[config.mk]
export PLATFORM = sky130hd
export DESIGN_NAME = mem_access_unit
export DESIGN_NICKNAME = d
export VERILOG_FILES = /design/src/rtl/mem_access_unit.sv
export SDC_FILE = /design/constraint.sdc
export NUM_CORES = 1
export LEC_CHECK = 0
export CORE_ASPECT_RATIO = 1.25
export CORE_MARGIN = 8
export CORE_UTILIZATION = 45
export CTS_CLUSTER_SIZE = 16
export DETAILED_ROUTE_END_ITERATION = 6
export PLACE_DENSITY = 0.8
export SETUP_SLACK_MARGIN = 0.02
export SLEW_MARGIN = 10
export SYNTH_ARGS = -nofsm -noshare
export SYNTH_HDL_FRONTEND = slang
export SYNTH_SLANG_ARGS = --single-unit
export TNS_END_PERCENT = 1
[constraint.sdc]
create_clock -name clk -period 4.9 [get_ports clk]
set_input_delay 0.49 -clock clk [delete_from_list [all_inputs] [get_ports clk]]
set_output_delay 0.49 -clock clk [all_outputs]
set_load 0.1 [all_outputs]
[src/rtl/mem_access_unit.sv]
// Load/store sequencer between a requester and a cache: byte-lane alignment, sign extension,
// cache busy handshake. Define MISALIGNED_SPLIT_EN to split word-crossing accesses into two words.
module mem_access_unit #(
    parameter int ADDR_BITWIDTH = 32
) (
    input  logic                     clk,
    input  logic                     rst_n,
    input  logic                     req_valid,
    input  logic [ADDR_BITWIDTH-1:0] req_address,
    input  logic [2:0]               req_read_type,
    input  logic [1:0]               req_write_type,
    input  logic [31:0]              req_data,
    output logic                     req_ready,
    output logic [31:0]              rsp_data,
    output logic                     rsp_done,
    output logic                     rsp_fault,
    output logic                     c_enable,
    output logic [ADDR_BITWIDTH-1:0] c_address,
    output logic [31:0]              c_data_in,
    output logic [3:0]               c_write_enable,
    input  logic [31:0]              c_data_out,
    input  logic                     c_data_out_ready,
    input  logic                     c_busy
);

    // state | meaning
    // IDLE  | ready for a request
    // WORD0 | cache access to the word holding the base address
    // WORD1 | cache access to the following word (split accesses only)
    // DONE  | one-cycle completion pulse
    // FAULT | one-cycle illegal-request pulse
    typedef enum logic [2:0] {IDLE, WORD0, WORD1, DONE, FAULT} state_t;

    state_t state, state_next;

    logic [ADDR_BITWIDTH-1:0] addr_q;
    logic [2:0]               rt_q;
    logic [1:0]               wt_q;
    logic [31:0]              data_q;
    logic [31:0]              word0_q;
    logic [31:0]              rsp_data_q;
    logic                     seen_low;

    // size code: 0 byte, 1 half, 2 word
    function automatic logic [1:0] access_size(input logic [2:0] rt, input logic [1:0] wt);
        if (rt != 3'b000) return rt[1:0] - 2'd1;
        return wt - 2'd1;
    endfunction

    function automatic logic crosses(input logic [1:0] size, input logic [1:0] off);
        return (size == 2'd1 && off == 2'd3) || (size == 2'd2 && off != 2'd0);
    endfunction

    function automatic logic [3:0] lane_mask(input logic [1:0] size);
        case (size)
            2'd0:    return 4'b0001;
            2'd1:    return 4'b0011;
            default: return 4'b1111;
        endcase
    endfunction

    function automatic logic [31:0] extend(input logic [31:0] m, input logic [2:0] rt);
        case (rt[1:0])
            2'b01:   return rt[2] ? {{24{m[7]}}, m[7:0]} : {24'b0, m[7:0]};
            2'b10:   return rt[2] ? {{16{m[15]}}, m[15:0]} : {16'b0, m[15:0]};
            default: return m;
        endcase
    endfunction

    logic                     illegal_in;
    logic                     none_in;
    logic [1:0]               size_q;
    logic [1:0]               off_q;
    logic [7:0]               we_wide;
    logic [63:0]              data_wide;
    logic [63:0]              load_pair;
    logic [31:0]              load_merged;
    logic [ADDR_BITWIDTH-1:0] base_addr;
    logic                     split_q;
    logic                     final_word;
    logic                     unused_ready;

    assign unused_ready = c_data_out_ready;

    assign illegal_in = (req_read_type != 3'b000 && req_write_type != 2'b00)
                      || req_read_type == 3'b100 || req_read_type == 3'b111;
    assign none_in    = (req_read_type == 3'b000 && req_write_type == 2'b00);

    assign size_q    = access_size(rt_q, wt_q);
    assign off_q     = addr_q[1:0];
    assign we_wide   = (wt_q != 2'b00) ? ({4'b0000, lane_mask(size_q)} << off_q) : 8'h00;
    assign data_wide = {32'b0, data_q} << {off_q, 3'b000};
    assign base_addr = {addr_q[ADDR_BITWIDTH-1:2], 2'b00};

    // word1 supplies the bytes above the end of word0 once shifted down
    assign load_pair   = ((state == WORD1) ? {c_data_out, word0_q} : {32'b0, c_data_out})
                         >> {off_q, 3'b000};
    assign load_merged = load_pair[31:0];

`ifdef MISALIGNED_SPLIT_EN
    assign split_q = crosses(size_q, off_q);
`else
    logic crossing_in;
    assign crossing_in = crosses(access_size(req_read_type, req_write_type), req_address[1:0]);
    assign split_q     = 1'b0;
`endif

    assign final_word = seen_low && ((state == WORD0 && !split_q) || state == WORD1);
    assign rsp_data   = rsp_data_q;

    always_comb begin
        state_next     = state;
        req_ready      = 1'b0;
        rsp_done       = 1'b0;
        rsp_fault      = 1'b0;
        c_enable       = 1'b0;
        c_address      = '0;
        c_data_in      = '0;
        c_write_enable = 4'b0000;
        case (state)
            IDLE: begin
                req_ready = 1'b1;
                if (req_valid) begin
                    if (illegal_in)   state_next = FAULT;
                    else if (none_in) state_next = DONE;
`ifdef MISALIGNED_SPLIT_EN
                    else              state_next = WORD0;
`else
                    else              state_next = crossing_in ? FAULT : WORD0;
`endif
                end
            end
            WORD0: begin
                c_enable       = 1'b1;
                c_address      = base_addr;
                c_write_enable = we_wide[3:0];
                c_data_in      = data_wide[31:0];
                if (seen_low) state_next = split_q ? WORD1 : DONE;
            end
            WORD1: begin
                c_enable       = 1'b1;
                c_address      = base_addr + {{(ADDR_BITWIDTH-3){1'b0}}, 3'd4};
                c_write_enable = we_wide[7:4];
                c_data_in      = data_wide[63:32];
                if (seen_low) state_next = DONE;
            end
            DONE: begin
                rsp_done   = 1'b1;
                state_next = IDLE;
            end
            FAULT: begin
                rsp_fault  = 1'b1;
                state_next = IDLE;
            end
            default: state_next = IDLE;
        endcase
    end

    always_ff @(posedge clk or negedge rst_n) begin
        if (!rst_n) begin
            state      <= IDLE;
            addr_q     <= '0;
            rt_q       <= 3'b000;
            wt_q       <= 2'b00;
            data_q     <= 32'h0;
            word0_q    <= 32'h0;
            rsp_data_q <= 32'h0;
            seen_low   <= 1'b0;
        end else begin
            state <= state_next;
            if (state == IDLE && req_valid) begin
                addr_q <= req_address;
                rt_q   <= req_read_type;
                wt_q   <= req_write_type;
                data_q <= req_data;
            end
            // outputs stay put through the cycle after busy is first seen low
            if (state == WORD0 || state == WORD1) begin
                if (seen_low)     seen_low <= 1'b0;
                else if (!c_busy) seen_low <= 1'b1;
            end else begin
                seen_low <= 1'b0;
            end
            if (state == WORD0 && seen_low) word0_q <= c_data_out;
            if (final_word && rt_q != 3'b000) rsp_data_q <= extend(load_merged, rt_q);
        end
    end

endmodule

==> metrics.txt, run 1 <==
reg-to-reg endpoint=rsp_data[16]; Initial Util=45.6%; core area=18700 sq um; CP Capture Type=output port; WL final=25800 um; Post-synth ARST share=100%; post-synthesis sequential area ratio=40.2%; register bit total from synthesis=137; First-pass DRT Iterations=5; cell taking the most area after synthesis=dfrtp_1; ANT cells=0; Crit path required time=4.41 ns; total grt overflow=0; slowest stage delay, CP=1.23 ns; max-slew violation count=0; Clock transition at path regs=0.06 ns; min cycle time layout=4.08 ns; skew final=0.0103 ns; top cells by instance count after synthesis=137 x dfrtp_1, 116 x mux2_2, 111 x nand2_1, 65 x mux2i_1, 58 x o21ai_0; placed wire-length estimate=18100 um; Die H=170 um; R2R Setup Slk=1.42 ns; critical path type=reg2out; Crit path max-delay family=buffers and inverters; Post-CTS Hold Buffers=0; P&R area growth vs syn=30.4%; Worst-Margin Slew=1.20 ns; Final ANT Viol Nets=0; Arr. time, crit path=3.59 ns; period utilization=83.2%; CP max FO=58; Die ar.=23600 sq um; Cells after DPL=1254; Worst path slowest cell=clkdlybuf4s50_1; Non-Filler Instances=1286; clock root buffer=clkbuf_16; FMAX=245 MHz; I/O Pins=210; final setup TNS=0 ns; setup violators final=0; warning count from the yosys run=0; crit start category=flop; clock buffer depth=2; CTS-repair resized insts=0; number of global-route vias before repair=7778; 1st-iter DRT viols=485; top cells by area, synth=dfrtp_1 40%, mux2_2 15%, mux2i_1 7.6%; register area=3430 sq um; main flop type after synthesis=dfrtp_1; initial antenna violation count=0; TritonCTS Sinks=137; first-pass GRT wire length=41300 um; reg2reg start=addr_q[0]; CTS tree=done; largest net degree at the start of global routing=98; worst relative slew slack=19.7%; fin nets=1152; share of the synthesized area in the top cell type=40.2%; synthesized area=8520 sq um; mean routed wirelength per cell=20.1 um; RD Place Congestion=0.817; run status=finished, final reports clean; critical-path cell list=buf_4, maj3_1, nand3_1, o41ai_1, clkdlybuf4s50_1; gr usage total=21.8%; max_cap viols=0; cells after synthesis=872; Distinct cells, synth=63; Skew-Pair Late Insertion Delay=0.43 ns; Post-synth EDFFs=0; most frequent cell after synthesis=dfrtp_1; vias per cell=5.94; Post-route DRC=0; Die X=139 um; site row count=56; Final Hold Fails=0; CP bufs+invs=2; Multi-input gate area=4700 sq um; worst-case reg-to-reg path depth=7; DR vias=7637; IO buf count=206; total CTS buffers=17; Hold Path Class=in2async; total of fill cells in the finished design=1593; Avg Cell Area, Syn=9.78 sq um; RSZ-0062 raised after global routing=no; Setup Buffers After CTS=0; fraction of layout cells with a size suffix above 1=22.2%; H-tree depth=4
sequential cells by signal, indices dropped and copies added (netlist names):
name and count:
addr_q 32, data_q 32, rsp_data 32, rt_q 3
seen_low 1, state 3, word0_q 32, wt_q 2
metrics by stage:
step / setup WS [ns] / util (%) / cell area (sq um) / hold WS, ns
global route: 0.639 / 59.4 / 11100 / 0.240
global placement: 1.27 / 56.2 / 10500 / 0.471
detailed placement: 1.28 / 56.2 / 10500 / 0.477
floorplan: 0.107 / - / 8540 / 0.194
finish: 0.823 / 59.4 / 11100 / 0.180
CTS: 0.775 / 59.4 / 11100 / 0.207
worst reg2reg max path, stage by stage (launching register included):
cell       delay (ns)
dfrtp_4          0.80
buf_4            0.69
mux2_2           0.47
nor2_1           0.16
a2111oi_2        0.09
a311oi_4         0.63
buf_4            0.36
a31oi_1          0.13
placed cells by master, fill, tap and decap left out, types with 4 or more instances in the layout:
master and instances:
a21oi_1 32, o22ai_1 9, dfrtp_1 135, and3_1 14, nor3_1 7, o21ai_1 7, ha_1 5, inv_6 6
clkdlybuf4s50_1 161, a31oi_2 10, a22oi_1 30, inv_1 12, clkbuf_16 17, nand4_1 10, nand3_1 15, and2_1 4
a31oi_1 25, nand2_1 111, mux2i_1 65, o21ai_0 58, buf_4 56, o211ai_1 11, o2bb2ai_1 7, mux2_2 116
nor2_1 57, nor2b_1 5
cells by family (layout without fill, tap and decap cells):
family / count (synthesis) / in the layout / share of synthesized area, %
and+or+nand+nor: 253 / 253 / 14.3
AOI/OAI and AO/OA: 210 / 210 / 16.4
muxes: 182 / 182 / 23.1
DFF: 137 / 137 / 40.2
buffers and inverters: 81 / 262 / 4.86
adders and majority gates: 7 / 7 / 0.969
other: 1 / 2 / 0.0440
xor gates and xnor gates: 1 / 1 / 0.103
area by class of cell:
type	count	area share (%)
clock inverters	15	1.60
inverters	12	0.405
flip-flops and latches	137	30.9
well taps	232	2.61
multi-input cells	655	42.3
repair buffers	218	18.4
clock buffers	17	3.83
layer usage:
layer,vias to the layer above,routed length [um],track usage (%)
li1,3526,-,-
met1,3742,9950,24.1
met2,309,13100,37.7
met3,60,2000,7.43
met4,0,790,9.23
met5,-,0,0
worst max path at each step:
stage,depth (start not counted),to,start
4_1_cts,5,c_write_enable[0],addr_q[0]
5_1_grt,5,c_write_enable[0],addr_q[0]
6_report,5,c_write_enable[0],addr_q[0]
2_1_floorplan,5,c_write_enable[0],addr_q[0]
3_3_place_gp,5,c_write_enable[0],addr_q[0]
3_5_place_dp,5,c_write_enable[0],addr_q[0]
Power of run 1 is left out: the tool's default activity adds up to more than one toggle a clock period on the data nets, which glitch-free logic cannot reach.
==> inputs of run 2 (changes only) <==
==> constraint.sdc (replaced) <==
create_clock -name clk -period 4.18 [get_ports clk]
set_input_delay 0.418 -clock clk [delete_from_list [all_inputs] [get_ports clk]]
set_output_delay 0.418 -clock clk [all_outputs]
set_load 0.1 [all_outputs]
==> run 2 against run 1 <==
Net effect:
- register-to-register slack barely moved
- clock skew grew 0.0011 ns
- via count decreased by 1.1%
- non-clock buffer count up 5
- utilization increased by 0.31 points
- final area rose by 0.53%
- global-route usage is 0.16 points lower
- clock-buffer cell count unchanged
- first-iteration DRC count is 16% lower
- sequential share of layout area decreased by 0.16 points
- cell count rose by 0.39%
==> metrics.txt, run 2 (synthesized netlist as in run 1, its figures left out) <==
run status=finished, final reports clean; core area=18700 sq um; commonest non-fill, non-tap cells in the layout=138 x clkdlybuf4s50_1, 135 x dfrtp_1, 116 x mux2_2, 111 x nand2_1, 75 x buf_4; 1st-iter DRT viols=406; I/O Pins=210; worst relative slew slack=20.6%; vias per cell=5.85; Die X=139 um; Die H=170 um; number of global-route vias before repair=7732; CTS-repair resized insts=0; reg2reg start=state[0]; setup violators final=0; Die ar.=23600 sq um; critical path type=reg2out; commonest non-fill, non-tap cell in the layout=clkdlybuf4s50_1; Skew-Pair Late Insertion Delay=0.42 ns; max_cap viols=0; crit start category=flop; Post-CTS Hold Buffers=1; Final Hold Fails=0; CP Capture Type=output port; largest net degree at the start of global routing=82; first-pass GRT wire length=41100 um; period utilization=79.7%; FMAX=300 MHz; CTS tree=done; clock root buffer=clkbuf_16; DR vias=7552; worst-case reg-to-reg path depth=7; First-pass DRT Iterations=5; skew final=0.0114 ns; Worst Slack Setup Final=0.848 ns; RSZ-0062 raised after global routing=no; Arr. time, crit path=2.91 ns; Crit path required time=3.76 ns; reg-to-reg endpoint=rsp_data[26]; R2R Setup Slk=1.41 ns; gr usage total=21.6%; CP max FO=33; total grt overflow=0; H-tree depth=4; fraction of layout cells with a size suffix above 1=24.6%; Setup Buffers After CTS=0; slowest stage delay, CP=0.82 ns; Worst-Margin Slew=1.19 ns; initial antenna violation count=0; placed wire-length estimate=18100 um; Worst path slowest cell=or3b_2; mean routed wirelength per cell=19.9 um; max-slew violation count=0; total CTS buffers=17; Clock transition at path regs=0.07 ns; RD Place Congestion=0.849; Post-route DRC=0; TritonCTS Sinks=137; IO buf count=206; WL final=25600 um; critical-path cell list=or3b_2, buf_4, nand2_4, o311ai_0, o41ai_2, buf_4; min cycle time layout=3.33 ns; clock buffer depth=2; Hold Path Class=in2async; fin nets=1157; Critical Path Most Common Cell=buf_4; site row count=56; ANT cells=0; Final ANT Viol Nets=0; DP Worst Slack=1.30 ns; Initial Util=45.6%; P&R area growth vs syn=31.1%
run 2: changes by cell type in the layout (fill, tap and decap cells not counted):
| cell | before | now |
|---|---|---|
| bufinv_16 | 2 | 0 |
| clkinv_4 | 1 | 2 |
| buf_12 | 0 | 8 |
| dlygate4sd3_1 | 0 | 1 |
| inv_8 | 3 | 4 |
| clkdlybuf4s50_1 | 161 | 138 |
| clkinv_8 | 0 | 2 |
| buf_4 | 56 | 75 |
| inv_6 | 6 | 5 |
| clkinvlp_4 | 3 | 2 |
run 2: worst max-delay path, delay by kind of cell (launching register included):
family                 cells  cell delay, ns
DFF                        1            0.49
AOI/OAI and AO/OA          2            0.29
buffers and inverters      2            0.73
and+or+nand+nor            2            0.97
run 2: worst max-delay path by stage:
stage	startpoint	end	slack, ns	cells past startpoint
global placement	state[0]	c_address[25]	1.34	6
finish	state[0]	c_address[25]	0.85	6
global route	state[0]	c_address[25]	0.70	6
CTS	state[0]	c_address[25]	0.83	6
floorplan	addr_q[0]	c_write_enable[0]	-0.54	5
detailed placement	state[0]	c_address[25]	1.30	6
run 2: cell type report:
cell class	count	area, sq um
flip-flops and latches	137	3430
repair buffers	223	2130
inverters	12	45.0
clock inverters	15	154
fillers	1584	7530
well taps	232	290
clock buffers	17	425
multi-input cells	655	4700
run 2: metal layers:
metal	up-vias	GRT usage (%)	routed length, um
met5	-	0	0
met4	0	8.85	675
met3	49	7.06	1820
met2	252	38.2	13000
met1	3711	23.7	10100
li1	3540	-	-
run 2: through the flow:
stage / TNS, ns / utilization, % / hold slack (ns) / instances / area [sq um]
floorplan: -0.952 / - / 0.122 / 873 / 8540
global placement: 0 / 56.6 / 0.355 / 1258 / 10600
detailed placement: 0 / 56.6 / 0.362 / 1258 / 10600
CTS: 0 / 59.7 / 0.490 / 1291 / 11200
global route: 0 / 59.7 / 0.502 / 1291 / 11200
finish: 0 / 59.7 / 0.478 / 1291 / 11200
Power of run 2 is left out for the same reason.
